**src/rtl/run_ctrl_pkg.sv**
```systemverilog
// -----------------------------------------------------------------------------
// run_ctrl_pkg
// Shared definitions for the run controller that sits between the board-level
// clock/reset and Main_Processor.
//   - run_state_e : controller state encoding (IDLE, HOLD, RUN, DONE)
//   - DEF_*       : default parameter values for the controller
// -----------------------------------------------------------------------------
package run_ctrl_pkg;

  localparam int unsigned DEF_CYCLE_W     = 8;
  localparam int unsigned DEF_HOLD_CYCLES = 2;

  typedef enum logic [1:0] {
    ST_IDLE = 2'd0,
    ST_HOLD = 2'd1,
    ST_RUN  = 2'd2,
    ST_DONE = 2'd3
  } run_state_e;

endpackage : run_ctrl_pkg

```
**src/rtl/run_controller.sv**
```systemverilog
// -----------------------------------------------------------------------------
// run_controller
// Turns a start request into a reset-hold of HOLD_CYCLES cycles, then a run
// window in which the processor clock enable is high, and finally a one-cycle
// completion pulse. The run ends on a cycle budget or a processor halt request.
//
// Ports
//   Clk         in   single clock, rising edge
//   Reset       in   asynchronous, active-low reset of this block
//   Start       in   run request, sampled only in IDLE
//   Budget      in   enabled cycles to run (0 = halt-only), latched on Start
//   Halt_Req    in   processor halt request, honored only in RUN
//   Cpu_Reset   out  active-high reset to Main_Processor
//   Cpu_En      out  clock enable for processor state elements
//   Busy        out  high in HOLD, RUN and DONE
//   Done        out  one-cycle pulse at the end of a run
//   Cycles      out  enabled cycles executed in the current/last run
//   dbg_state_o out  current controller state, for observation only
//
// Handshake: Start is a level request with no ready; it is accepted on any
// rising edge where the controller is in IDLE and ignored otherwise. Done is
// a single-cycle pulse with no acknowledge.
//
// All status outputs are flops loaded from the decode of the next state, so
// they are glitch-free and line up exactly with the state register.
// -----------------------------------------------------------------------------
module run_controller
  import run_ctrl_pkg::*;
#(
  parameter int unsigned HOLD_CYCLES = DEF_HOLD_CYCLES,
  parameter int unsigned CYCLE_W     = DEF_CYCLE_W
) (
  input  logic               Clk,
  input  logic               Reset,
  input  logic               Start,
  input  logic [CYCLE_W-1:0] Budget,
  input  logic               Halt_Req,
  output logic               Cpu_Reset,
  output logic               Cpu_En,
  output logic               Busy,
  output logic               Done,
  output logic [CYCLE_W-1:0] Cycles,
  output run_state_e         dbg_state_o
);

  // Hold counter only ever needs to reach HOLD_CYCLES.
  localparam int unsigned HOLD_W = (HOLD_CYCLES < 2) ? 1 : $clog2(HOLD_CYCLES + 1);

  localparam logic [HOLD_W-1:0]  HOLD_LAST = HOLD_W'(HOLD_CYCLES - 1);
  localparam logic [HOLD_W-1:0]  HOLD_ONE  = HOLD_W'(1);
  localparam logic [CYCLE_W-1:0] CYC_ONE   = CYCLE_W'(1);
  localparam logic [CYCLE_W-1:0] CYC_ZERO  = '0;
  localparam logic [CYCLE_W-1:0] CYC_MAX   = '1;

  run_state_e         state_q,     state_d;
  logic [CYCLE_W-1:0] budget_q,    budget_d;
  logic [CYCLE_W-1:0] cycles_q,    cycles_d;
  logic [HOLD_W-1:0]  hold_q,      hold_d;
  logic               cpu_reset_q, cpu_reset_d;
  logic               cpu_en_q,    cpu_en_d;
  logic               busy_q,      busy_d;
  logic               done_q,      done_d;

  logic               budget_hit;

  // Budget of zero disables the budget stop entirely (halt-only run).
  assign budget_hit = (budget_q != CYC_ZERO) && (cycles_q == (budget_q - CYC_ONE));

  // ---------------------------------------------------------------------------
  // Next-state, counters and output decode
  // ---------------------------------------------------------------------------
  always_comb begin
    state_d  = state_q;
    budget_d = budget_q;
    cycles_d = cycles_q;
    hold_d   = hold_q;

    unique case (state_q)
      ST_IDLE: begin
        if (Start) begin
          state_d  = ST_HOLD;
          budget_d = Budget;
          cycles_d = CYC_ZERO;
          hold_d   = '0;
        end
      end

      ST_HOLD: begin
        hold_d = hold_q + HOLD_ONE;
        if (hold_q == HOLD_LAST) begin
          state_d = ST_RUN;
        end
      end

      ST_RUN: begin
        // Every RUN cycle is an executed cycle, including the one that exits.
        // Saturate so a long halt-only run never wraps back to a small count.
        if (cycles_q != CYC_MAX) begin
          cycles_d = cycles_q + CYC_ONE;
        end
        if (Halt_Req || budget_hit) begin
          state_d = ST_DONE;
        end
      end

      ST_DONE: begin
        state_d = ST_IDLE;
      end

      default: begin
        state_d = ST_IDLE;
      end
    endcase

    // Moore decode of the state being entered, registered below.
    cpu_reset_d = (state_d == ST_IDLE) || (state_d == ST_HOLD);
    cpu_en_d    = (state_d == ST_RUN);
    busy_d      = (state_d != ST_IDLE);
    done_d      = (state_d == ST_DONE);
  end

  // ---------------------------------------------------------------------------
  // State and output registers
  // ---------------------------------------------------------------------------
  always_ff @(posedge Clk or negedge Reset) begin
    if (!Reset) begin
      state_q     <= ST_IDLE;
      budget_q    <= '0;
      cycles_q    <= '0;
      hold_q      <= '0;
      cpu_reset_q <= 1'b1;
      cpu_en_q    <= 1'b0;
      busy_q      <= 1'b0;
      done_q      <= 1'b0;
    end else begin
      state_q     <= state_d;
      budget_q    <= budget_d;
      cycles_q    <= cycles_d;
      hold_q      <= hold_d;
      cpu_reset_q <= cpu_reset_d;
      cpu_en_q    <= cpu_en_d;
      busy_q      <= busy_d;
      done_q      <= done_d;
    end
  end

  assign Cpu_Reset   = cpu_reset_q;
  assign Cpu_En      = cpu_en_q;
  assign Busy        = busy_q;
  assign Done        = done_q;
  assign Cycles      = cycles_q;
  assign dbg_state_o = state_q;

endmodule : run_controller
```
**config.mk**
```make
export PLATFORM = sky130hd
export DESIGN_NAME = run_controller
export DESIGN_NICKNAME = d
export VERILOG_FILES = /design/src/rtl/run_ctrl_pkg.sv /design/src/rtl/run_controller.sv
export SDC_FILE = /design/constraint.sdc
export NUM_CORES = 1
export LEC_CHECK = 0
export ABC_AREA = 1
export BUFFER_PORTS_ARGS = -buffer_cell sky130_fd_sc_hd__buf_2
export CORE_AREA = 2 2 90 49
export DETAILED_ROUTE_END_ITERATION = 8
export DIE_AREA = 0 0 92 51
export GPL_ROUTABILITY_DRIVEN = 0
export PLACE_DENSITY = 0.66
export SLEW_MARGIN = 10
export SYNTH_ARGS = -nofsm -noshare
export SYNTH_HDL_FRONTEND = slang
export SYNTH_SLANG_ARGS = --single-unit
```
**constraint.sdc**
```tcl
create_clock -name Clk -period 2.3 [get_ports Clk]
set_clock_uncertainty 0.1 [all_clocks]
set_input_delay 0.115 -clock Clk [delete_from_list [all_inputs] [get_ports Clk]]
set_output_delay 0.115 -clock Clk [all_outputs]
set_load 0.02 [all_outputs]
```
==> impl_metrics.xml, run 1 <==
<?xml version="1.0" encoding="UTF-8"?>
<metrics>
  <group name="timing">
    <metric name="post-route-worst-setup-slack" unit="ns">0.300</metric>
    <metric name="portion_of_the_clock_cycle_consumed_by_the_worst_path_in_the_final_layout" unit="">0.869</metric>
    <metric name="timing.setup.tns" unit="ns">0</metric>
    <metric name="slew_headroom" unit="">0.630</metric>
    <metric name="max_slew_violation_total_from_the_final_report" unit="">0</metric>
    <metric name="rsz0062_at_grt" unit="">no</metric>
    <metric name="min_period" unit="ns">2.00</metric>
    <metric name="timing_hold_violations_final" unit="">0</metric>
    <metric name="timing.fmax" unit="GHz">0.500</metric>
    <metric name="final-setup-viol-count" unit="">0</metric>
    <metric name="tightestPinTransition" unit="ns">0.555</metric>
    <metric name="hold_ws" unit="ns">0.0789</metric>
  </group>
  <group name="synth">
    <metric name="ys_seq_area_frac" unit="">0.437</metric>
    <metric name="synth_top_cells_by_area" unit="">sky130_fd_sc_hd__dfrtp_1, sky130_fd_sc_hd__nand2_1, sky130_fd_sc_hd__inv_1, sky130_fd_sc_hd__nand3_1, sky130_fd_sc_hd__o21ai_0</metric>
    <metric name="synth.lib_cells_used.distinct" unit="">22</metric>
    <metric name="synth.largest_area_cell" unit="">sky130_fd_sc_hd__dfrtp_1</metric>
    <metric name="synth_cells" unit="">187</metric>
    <metric name="mean_syn_cell_area" unit="µm²">7.37</metric>
    <metric name="synth_nets" unit="">202</metric>
    <metric name="synthesis.area" unit="mm²">0.00138</metric>
    <metric name="yosysWarningCount" unit="">0</metric>
    <metric name="ffs_latches_synth" unit="">24</metric>
    <metric name="yosys.area.top_type_share" unit="">0.418</metric>
  </group>
  <group name="floorplanning">
    <metric name="die-height" unit="µm">51</metric>
    <metric name="die_width" unit="µm">92</metric>
    <metric name="core_area" unit="mm²">0.00404</metric>
    <metric name="num_rows" unit="">17</metric>
    <metric name="floorplan.initialDensity" unit="">0.341</metric>
    <metric name="design.portCount" unit="">26</metric>
    <metric name="fp.dieArea" unit="mm²">0.00469</metric>
  </group>
  <group name="global_routing">
    <metric name="grt.total_usage" unit="">0.157</metric>
    <metric name="globalRouteOverflowTotal" unit="">0</metric>
    <metric name="gr-max-usage-layer" unit="">met1</metric>
    <metric name="grt_pass1_vias" unit="">1165</metric>
    <metric name="grt_start_max_net_pins" unit="">25</metric>
    <metric name="grt_pass1_wl" unit="µm">5590</metric>
    <metric name="gr-usage-met2" unit="">0.213</metric>
    <metric name="met3_usage" unit="">0.0531</metric>
    <metric name="grt_antenna_before_repair" unit="">0</metric>
    <metric name="met1_track_usage_gr" unit="">0.241</metric>
  </group>
  <group name="setup_path">
    <metric name="critical_path_fanouts_max" unit="">8</metric>
    <metric name="worst_reg2reg_path_endpoint" unit="">Cpu_En</metric>
    <metric name="regToRegStartpoint" unit="">budget_q[0]</metric>
    <metric name="reg2reg_depth" unit="">13</metric>
    <metric name="cp.arrival" unit="ns">2.05</metric>
    <metric name="timing.critical_path.to_type" unit="">register</metric>
    <metric name="category_of_the_critical_setup_timing_path" unit="">register to register</metric>
    <metric name="critPathRequiredTime" unit="ns">2.35</metric>
    <metric name="ff2ff_setup_slack" unit="ns">0.30</metric>
    <metric name="start_kind" unit="">register</metric>
  </group>
  <group name="cells_and_area">
    <metric name="mostFrequentLayoutCell" unit="">sky130_fd_sc_hd__nand2_1</metric>
    <metric name="final_cell_mix" unit="">sky130_fd_sc_hd__nand2_1, sky130_fd_sc_hd__inv_1, sky130_fd_sc_hd__buf_2</metric>
    <metric name="nFillCells" unit="">450</metric>
    <metric name="drive_gt1_frac" unit="">0.196</metric>
    <metric name="finish.utilization" unit="">0.422</metric>
    <metric name="layout.nets" unit="">240</metric>
    <metric name="antenna-diode-count" unit="">0</metric>
    <metric name="area_delta_synth_final" unit="%">23.9</metric>
  </group>
  <group name="min_path">
    <metric name="hold_class" unit="">primary input to register</metric>
    <metric name="holdPathStages" unit="">5</metric>
    <metric name="hp-start" unit="">Halt_Req</metric>
    <metric name="sink_of_the_worst_hold_path" unit="">Done</metric>
  </group>
  <group name="drt">
    <metric name="detail_route.iter0.violations" unit="">91</metric>
    <metric name="wl" unit="µm">3410</metric>
    <metric name="ant_nets" unit="">0</metric>
    <metric name="drc_errors" unit="">0</metric>
    <metric name="post_drt_via_cell_ratio" unit="">4.57</metric>
    <metric name="drt-wirelength-per-cell" unit="µm">12.1</metric>
    <metric name="route.vias.total" unit="">1285</metric>
    <metric name="drt_first_pass_iters" unit="">4</metric>
  </group>
  <group name="clock_tree">
    <metric name="path_clk_slew" unit="ns">0.08</metric>
    <metric name="cts_made_buffers" unit="">3</metric>
    <metric name="cts_max_path_buffers" unit="">2</metric>
    <metric name="clk-insertion-delay-late" unit="ns">0.27</metric>
    <metric name="cts.repair_timing.setup_buffer_count" unit="">0</metric>
    <metric name="tritoncts" unit="">yes</metric>
    <metric name="clock_sinks" unit="">24</metric>
    <metric name="htree_num_levels" unit="">1</metric>
    <metric name="root_buffer" unit="">sky130_fd_sc_hd__clkbuf_8</metric>
  </group>
  <group name="power">
    <metric name="power.static_leakage" unit="nW">0.886</metric>
    <metric name="power.density_cell_area" unit="mW/mm²">1140</metric>
    <metric name="max-vdd-ir-drop" unit="V">0.000300</metric>
    <metric name="total_power_consumption" unit="W">0.00195</metric>
  </group>
  <group name="flow_run">
    <metric name="max_cap_viol_count" unit="">0</metric>
  </group>
  <group name="run_status">
    <metric name="outcome" unit="">finished clean</metric>
  </group>
  <group name="placed_design">
    <metric name="hpwlAfterDp" unit="µm">2650</metric>
    <metric name="dpl_worst_slack" unit="ns">0.318</metric>
    <metric name="port-buffer-count" unit="">25</metric>
  </group>
</metrics>
## layer usage
metal / up-vias / part of all wire
li1: 662 / -
met1: 591 / 0.55
met2: 28 / 0.37
met3: 4 / 0.071
met4: 0 / 0.0062
met5: - / 0
## Yosys cell counts (all sizes together)
master,n
nand2,51
buf,2
nand3,22
nor2,23
nand4,3
nor4,1
xnor2,1
a21oi,4
inv,32
dfstp,1
dfrtp,23
nor3b,1
o21ai,15
ha,3
nor3,2
xor2,3
## per-stage QoR
| stage | std cells | area, µm² |
|---|---|---|
| floorplan | 187 | 1380 |
| global placement | 268 | 1570 |
| detailed placement | 268 | 1570 |
| CTS | 281 | 1710 |
| global route | 281 | 1710 |
| finish | 281 | 1710 |
## final cells by class
class / count / area, µm² / area share
multi-input combinational: 129 / 646 / 0.378
timing repair buffer: 35 / 223 / 0.130
sequential: 24 / 602 / 0.353
inverter: 32 / 120 / 0.0704
tap: 57 / 71.3 / 0.0418
clock buffer: 4 / 45.0 / 0.0264
## worst max-delay path, stage by stage, from the launching register on
cell and delay [ns]:
sky130_fd_sc_hd__dfrtp_1 0.40, sky130_fd_sc_hd__inv_1 0.20, sky130_fd_sc_hd__ha_1 0.36, sky130_fd_sc_hd__inv_1 0.07, sky130_fd_sc_hd__nand2_1 0.08, sky130_fd_sc_hd__nand2_1 0.05, sky130_fd_sc_hd__nand2_1 0.05, sky130_fd_sc_hd__nand3_1 0.07
sky130_fd_sc_hd__nor2_1 0.10, sky130_fd_sc_hd__nand3_1 0.08, sky130_fd_sc_hd__o21ai_2 0.13, sky130_fd_sc_hd__nand2_2 0.08, sky130_fd_sc_hd__nand2_2 0.07, sky130_fd_sc_hd__nor2_2 0.03
## sequential cells by signal (all words and copies together) (netlist names)
signal	count
Busy	1
Cpu_En	1
Cpu_Reset	1
Cycles	8
Done	1
budget_q	8
dbg_state_o	2
hold_q	2
## power breakdown
part / switching (W) / internal, W
Combinational: 0.000630 / 0.000340
Sequential: 0.000149 / 0.000569
Clock: 0.000136 / 0.000124
## what timing repair did
item | in CTS | in global routing
gates resized for setup | 0 | 0
endpoints found under the hold margin | 31 | 0
hold buffers | 9 | 0
endpoints found under the setup margin | 0 | 0
## kinds of logic after synthesis
| kind of cell | share of synthesized area |
|---|---|
| and+or+nand+nor | 0.342 |
| buffers and inverters | 0.0945 |
| DFF | 0.437 |
| AOI/OAI and AO/OA | 0.0745 |
| xor gates and xnor gates | 0.0254 |
| adders and majority gates | 0.0273 |
## how the worst max path moves through the flow
stage,start,to,slack (ns)
after floorplan,budget_q[0],Cpu_En,0.55
after global placement,budget_q[0],Cpu_En,0.43
after detailed placement,budget_q[0],Cpu_En,0.32
after CTS,budget_q[0],Cpu_En,0.29
after global routing,budget_q[0],Cpu_En,0.09
final,budget_q[0],Cpu_En,0.30
Note: power is estimated with default switching activity, not from simulation.
==> inputs of run 2 (changes only) <==
BUFFER_PORTS_ARGS = unset   (was -buffer_cell sky130_fd_sc_hd__buf_2)
CORE_AREA = 8 8 96 55   (was 2 2 90 49)
DIE_AREA = 0 0 104 63   (was 0 0 92 51)
DONT_BUFFER_PORTS = 1   (was unset)
PLACE_DENSITY = 0.61   (was 0.66)
==> run 2 against run 1 <==
  * Setup slack got worse by 0.013 ns
  * Sequential power increased by 7.1%
  * Critical path type unchanged
  * Power decreased by 0.30%
  * Critical path depth unchanged
  * First-iteration DRC count decreased by 30%
  * Global-route usage decreased by 4.6 points
  * Critical endpoint unchanged
  * Clock power about the same
  * Routed wire length increased by 3.9%
==> impl_metrics.xml, run 2 (synthesized netlist as in run 1, its figures left out) <==
<?xml version="1.0" encoding="UTF-8"?>
<metrics>
  <group name="setup_path">
    <metric name="timing.critical_path.slowest_cell_delay" unit="ns">0.40</metric>
    <metric name="regToRegStartpoint" unit="">budget_q[0]</metric>
    <metric name="crit_chain" unit="">inv_1 -&gt; ha_1 -&gt; inv_1 -&gt; nand2_1 -&gt; nand2_1 -&gt; nand2_1 -&gt; nand3_1 -&gt; nor2_1 -&gt; nand3_1 -&gt; o21ai_2 -&gt; nand2_2 -&gt; nand2_2 -&gt; nor2_2</metric>
    <metric name="start_kind" unit="">register</metric>
    <metric name="ff2ff_setup_slack" unit="ns">0.29</metric>
    <metric name="reg2reg_depth" unit="">13</metric>
    <metric name="critPathRequiredTime" unit="ns">2.35</metric>
    <metric name="timing.critical_path.to_type" unit="">register</metric>
    <metric name="category_of_the_critical_setup_timing_path" unit="">register to register</metric>
    <metric name="crit_path_frequent_cell" unit="">sky130_fd_sc_hd__nand2_1</metric>
    <metric name="timing.critical_path.slowest_stage_cell" unit="">sky130_fd_sc_hd__dfrtp_1</metric>
    <metric name="worst_reg2reg_path_endpoint" unit="">Cpu_En</metric>
    <metric name="critical_path_fanouts_max" unit="">8</metric>
    <metric name="cp.arrival" unit="ns">2.06</metric>
  </group>
  <group name="power">
    <metric name="power.density_cell_area" unit="mW/mm²">1200</metric>
    <metric name="power.static_leakage" unit="nW">0.798</metric>
    <metric name="max-vdd-ir-drop" unit="V">0.000382</metric>
  </group>
  <group name="drt">
    <metric name="drc_errors" unit="">0</metric>
    <metric name="post_drt_via_cell_ratio" unit="">4.78</metric>
    <metric name="route.vias.total" unit="">1244</metric>
    <metric name="ant_nets" unit="">0</metric>
    <metric name="detail_route.iter0.violations" unit="">64</metric>
    <metric name="wl" unit="µm">3540</metric>
    <metric name="drt-wirelength-per-cell" unit="µm">13.6</metric>
    <metric name="drt_first_pass_iters" unit="">4</metric>
  </group>
  <group name="cells_and_area">
    <metric name="nFillCells" unit="">443</metric>
    <metric name="postLayoutCellArea" unit="mm²">0.00162</metric>
    <metric name="mostFrequentLayoutCell" unit="">sky130_fd_sc_hd__nand2_1</metric>
    <metric name="antenna-diode-count" unit="">0</metric>
    <metric name="layout.nets" unit="">219</metric>
    <metric name="area_used_by_multi_input_combinational_logic" unit="µm²">646</metric>
    <metric name="sequential_cell_area" unit="µm²">602</metric>
    <metric name="final_cell_mix" unit="">sky130_fd_sc_hd__nand2_1, sky130_fd_sc_hd__inv_1, sky130_fd_sc_hd__dfrtp_1</metric>
    <metric name="drive_gt1_frac" unit="">0.113</metric>
    <metric name="area_delta_synth_final" unit="%">17.9</metric>
    <metric name="layoutNonFillerInstCount" unit="">260</metric>
  </group>
  <group name="global_routing">
    <metric name="grt_pass1_vias" unit="">1245</metric>
    <metric name="grt_antenna_before_repair" unit="">0</metric>
    <metric name="grt_pass1_wl" unit="µm">5890</metric>
    <metric name="grt.total_usage" unit="">0.111</metric>
    <metric name="globalRouteOverflowTotal" unit="">0</metric>
    <metric name="grt_start_max_net_pins" unit="">25</metric>
  </group>
  <group name="timing">
    <metric name="timing.setup.tns" unit="ns">0</metric>
    <metric name="timing_hold_violations_final" unit="">0</metric>
    <metric name="max_slew_violation_total_from_the_final_report" unit="">0</metric>
    <metric name="hold_ws" unit="ns">0.00769</metric>
    <metric name="timing.fmax" unit="GHz">0.497</metric>
    <metric name="post-route-worst-setup-slack" unit="ns">0.288</metric>
    <metric name="final-setup-viol-count" unit="">0</metric>
    <metric name="tightestPinTransition" unit="ns">0.418</metric>
    <metric name="rsz0062_at_grt" unit="">no</metric>
    <metric name="slew_headroom" unit="">0.720</metric>
    <metric name="min_period" unit="ns">2.01</metric>
    <metric name="portion_of_the_clock_cycle_consumed_by_the_worst_path_in_the_final_layout" unit="">0.875</metric>
  </group>
  <group name="placed_design">
    <metric name="placed_cells" unit="">246</metric>
    <metric name="dpl_worst_slack" unit="ns">0.332</metric>
    <metric name="detailed_place.area" unit="mm²">0.00147</metric>
    <metric name="port-buffer-count" unit="">0</metric>
    <metric name="hpwlAfterDp" unit="µm">2790</metric>
  </group>
  <group name="min_path">
    <metric name="holdPathStages" unit="">4</metric>
    <metric name="hold_class" unit="">primary input to register</metric>
    <metric name="sink_of_the_worst_hold_path" unit="">Done</metric>
    <metric name="hp-start" unit="">Halt_Req</metric>
  </group>
  <group name="clock_tree">
    <metric name="cts_made_buffers" unit="">3</metric>
    <metric name="path_clk_slew" unit="ns">0.08</metric>
    <metric name="root_buffer" unit="">sky130_fd_sc_hd__clkbuf_8</metric>
    <metric name="htree_num_levels" unit="">1</metric>
    <metric name="clock_sinks" unit="">24</metric>
    <metric name="cts_max_path_buffers" unit="">2</metric>
    <metric name="clk-insertion-delay-late" unit="ns">0.27</metric>
    <metric name="tritoncts" unit="">yes</metric>
  </group>
  <group name="run_status">
    <metric name="outcome" unit="">finished clean</metric>
  </group>
  <group name="flow_run">
    <metric name="max_cap_viol_count" unit="">0</metric>
  </group>
  <group name="floorplanning">
    <metric name="die_width" unit="µm">104</metric>
    <metric name="core_area" unit="mm²">0.00404</metric>
    <metric name="die-height" unit="µm">63</metric>
    <metric name="fp.dieArea" unit="mm²">0.00655</metric>
    <metric name="floorplan.initialDensity" unit="">0.341</metric>
    <metric name="design.portCount" unit="">26</metric>
    <metric name="num_rows" unit="">17</metric>
  </group>
</metrics>
==> run 2: cell count changes in the layout (fill, tap and decap cells not counted) <==
cell                     before  now
sky130_fd_sc_hd__buf_4        1    4
sky130_fd_sc_hd__buf_12       0    1
sky130_fd_sc_hd__buf_2       25    0
==> run 2: cell type report <==
| type | instances | area share |
|---|---|---|
| Multi-Input combinational cell | 129 | 0.398 |
| Sequential cell | 24 | 0.371 |
| Tap cell | 57 | 0.0439 |
| Inverter | 32 | 0.0740 |
| Clock buffer | 4 | 0.0277 |
| Timing Repair Buffer | 14 | 0.0863 |
==> run 2: worst max path at each step <==
stage	from	endpoint	slack, ns	cells past startpoint
after CTS	budget_q[0]	Cpu_En	0.31	13
final	budget_q[0]	Cpu_En	0.29	13
after global placement	budget_q[0]	Cpu_En	0.43	13
after global routing	budget_q[0]	Cpu_En	0.15	13
after floorplan	budget_q[0]	Cpu_En	0.55	14
after detailed placement	budget_q[0]	Cpu_En	0.33	13
==> run 2: repair_timing <==
item / in CTS / in global routing
buffers inserted: 0 / 0
hold buffers: 10 / 0
resized for setup: 0 / 0
hold endpoints to repair: 32 / 0
==> run 2: worst max-delay path, delay by kind of cell, from the launching register on <==
kind | cells | cell delay (ns)
AND/OR/NAND/NOR | 9 | 0.62
flip-flops | 1 | 0.40
adder cells (fa/ha/maj) | 1 | 0.38
buffers and inverters | 2 | 0.28
AO/OA/AOI/OAI | 1 | 0.13
==> run 2: per-stage QoR <==
step / util / power, W
global placement: 0.363 / 0.00165
floorplan: - / 0.00143
finish: 0.402 / 0.00194
detailed placement: 0.363 / 0.00166
CTS: 0.402 / 0.00196
global route: 0.402 / 0.00212
==> run 2: report_power, final <==
group	internal [W]	switching, W	leakage, nW
combinational	0.000324	0.000589	0.467
clock	0.000124	0.000137	0.0228
sequential	0.000570	0.000200	0.308
total	0.00102	0.000926	0.798
==> run 2: layer usage <==
| layer | vias up | GRT usage | routed length (µm) |
|---|---|---|---|
| li1 | 620 | - | - |
| met1 | 570 | 0.158 | 1810 |
| met2 | 54 | 0.147 | 1320 |
| met3 | 0 | 0.0556 | 403 |
| met4 | 0 | 0.0107 | 0 |
| met5 | - | 0 | 0 |
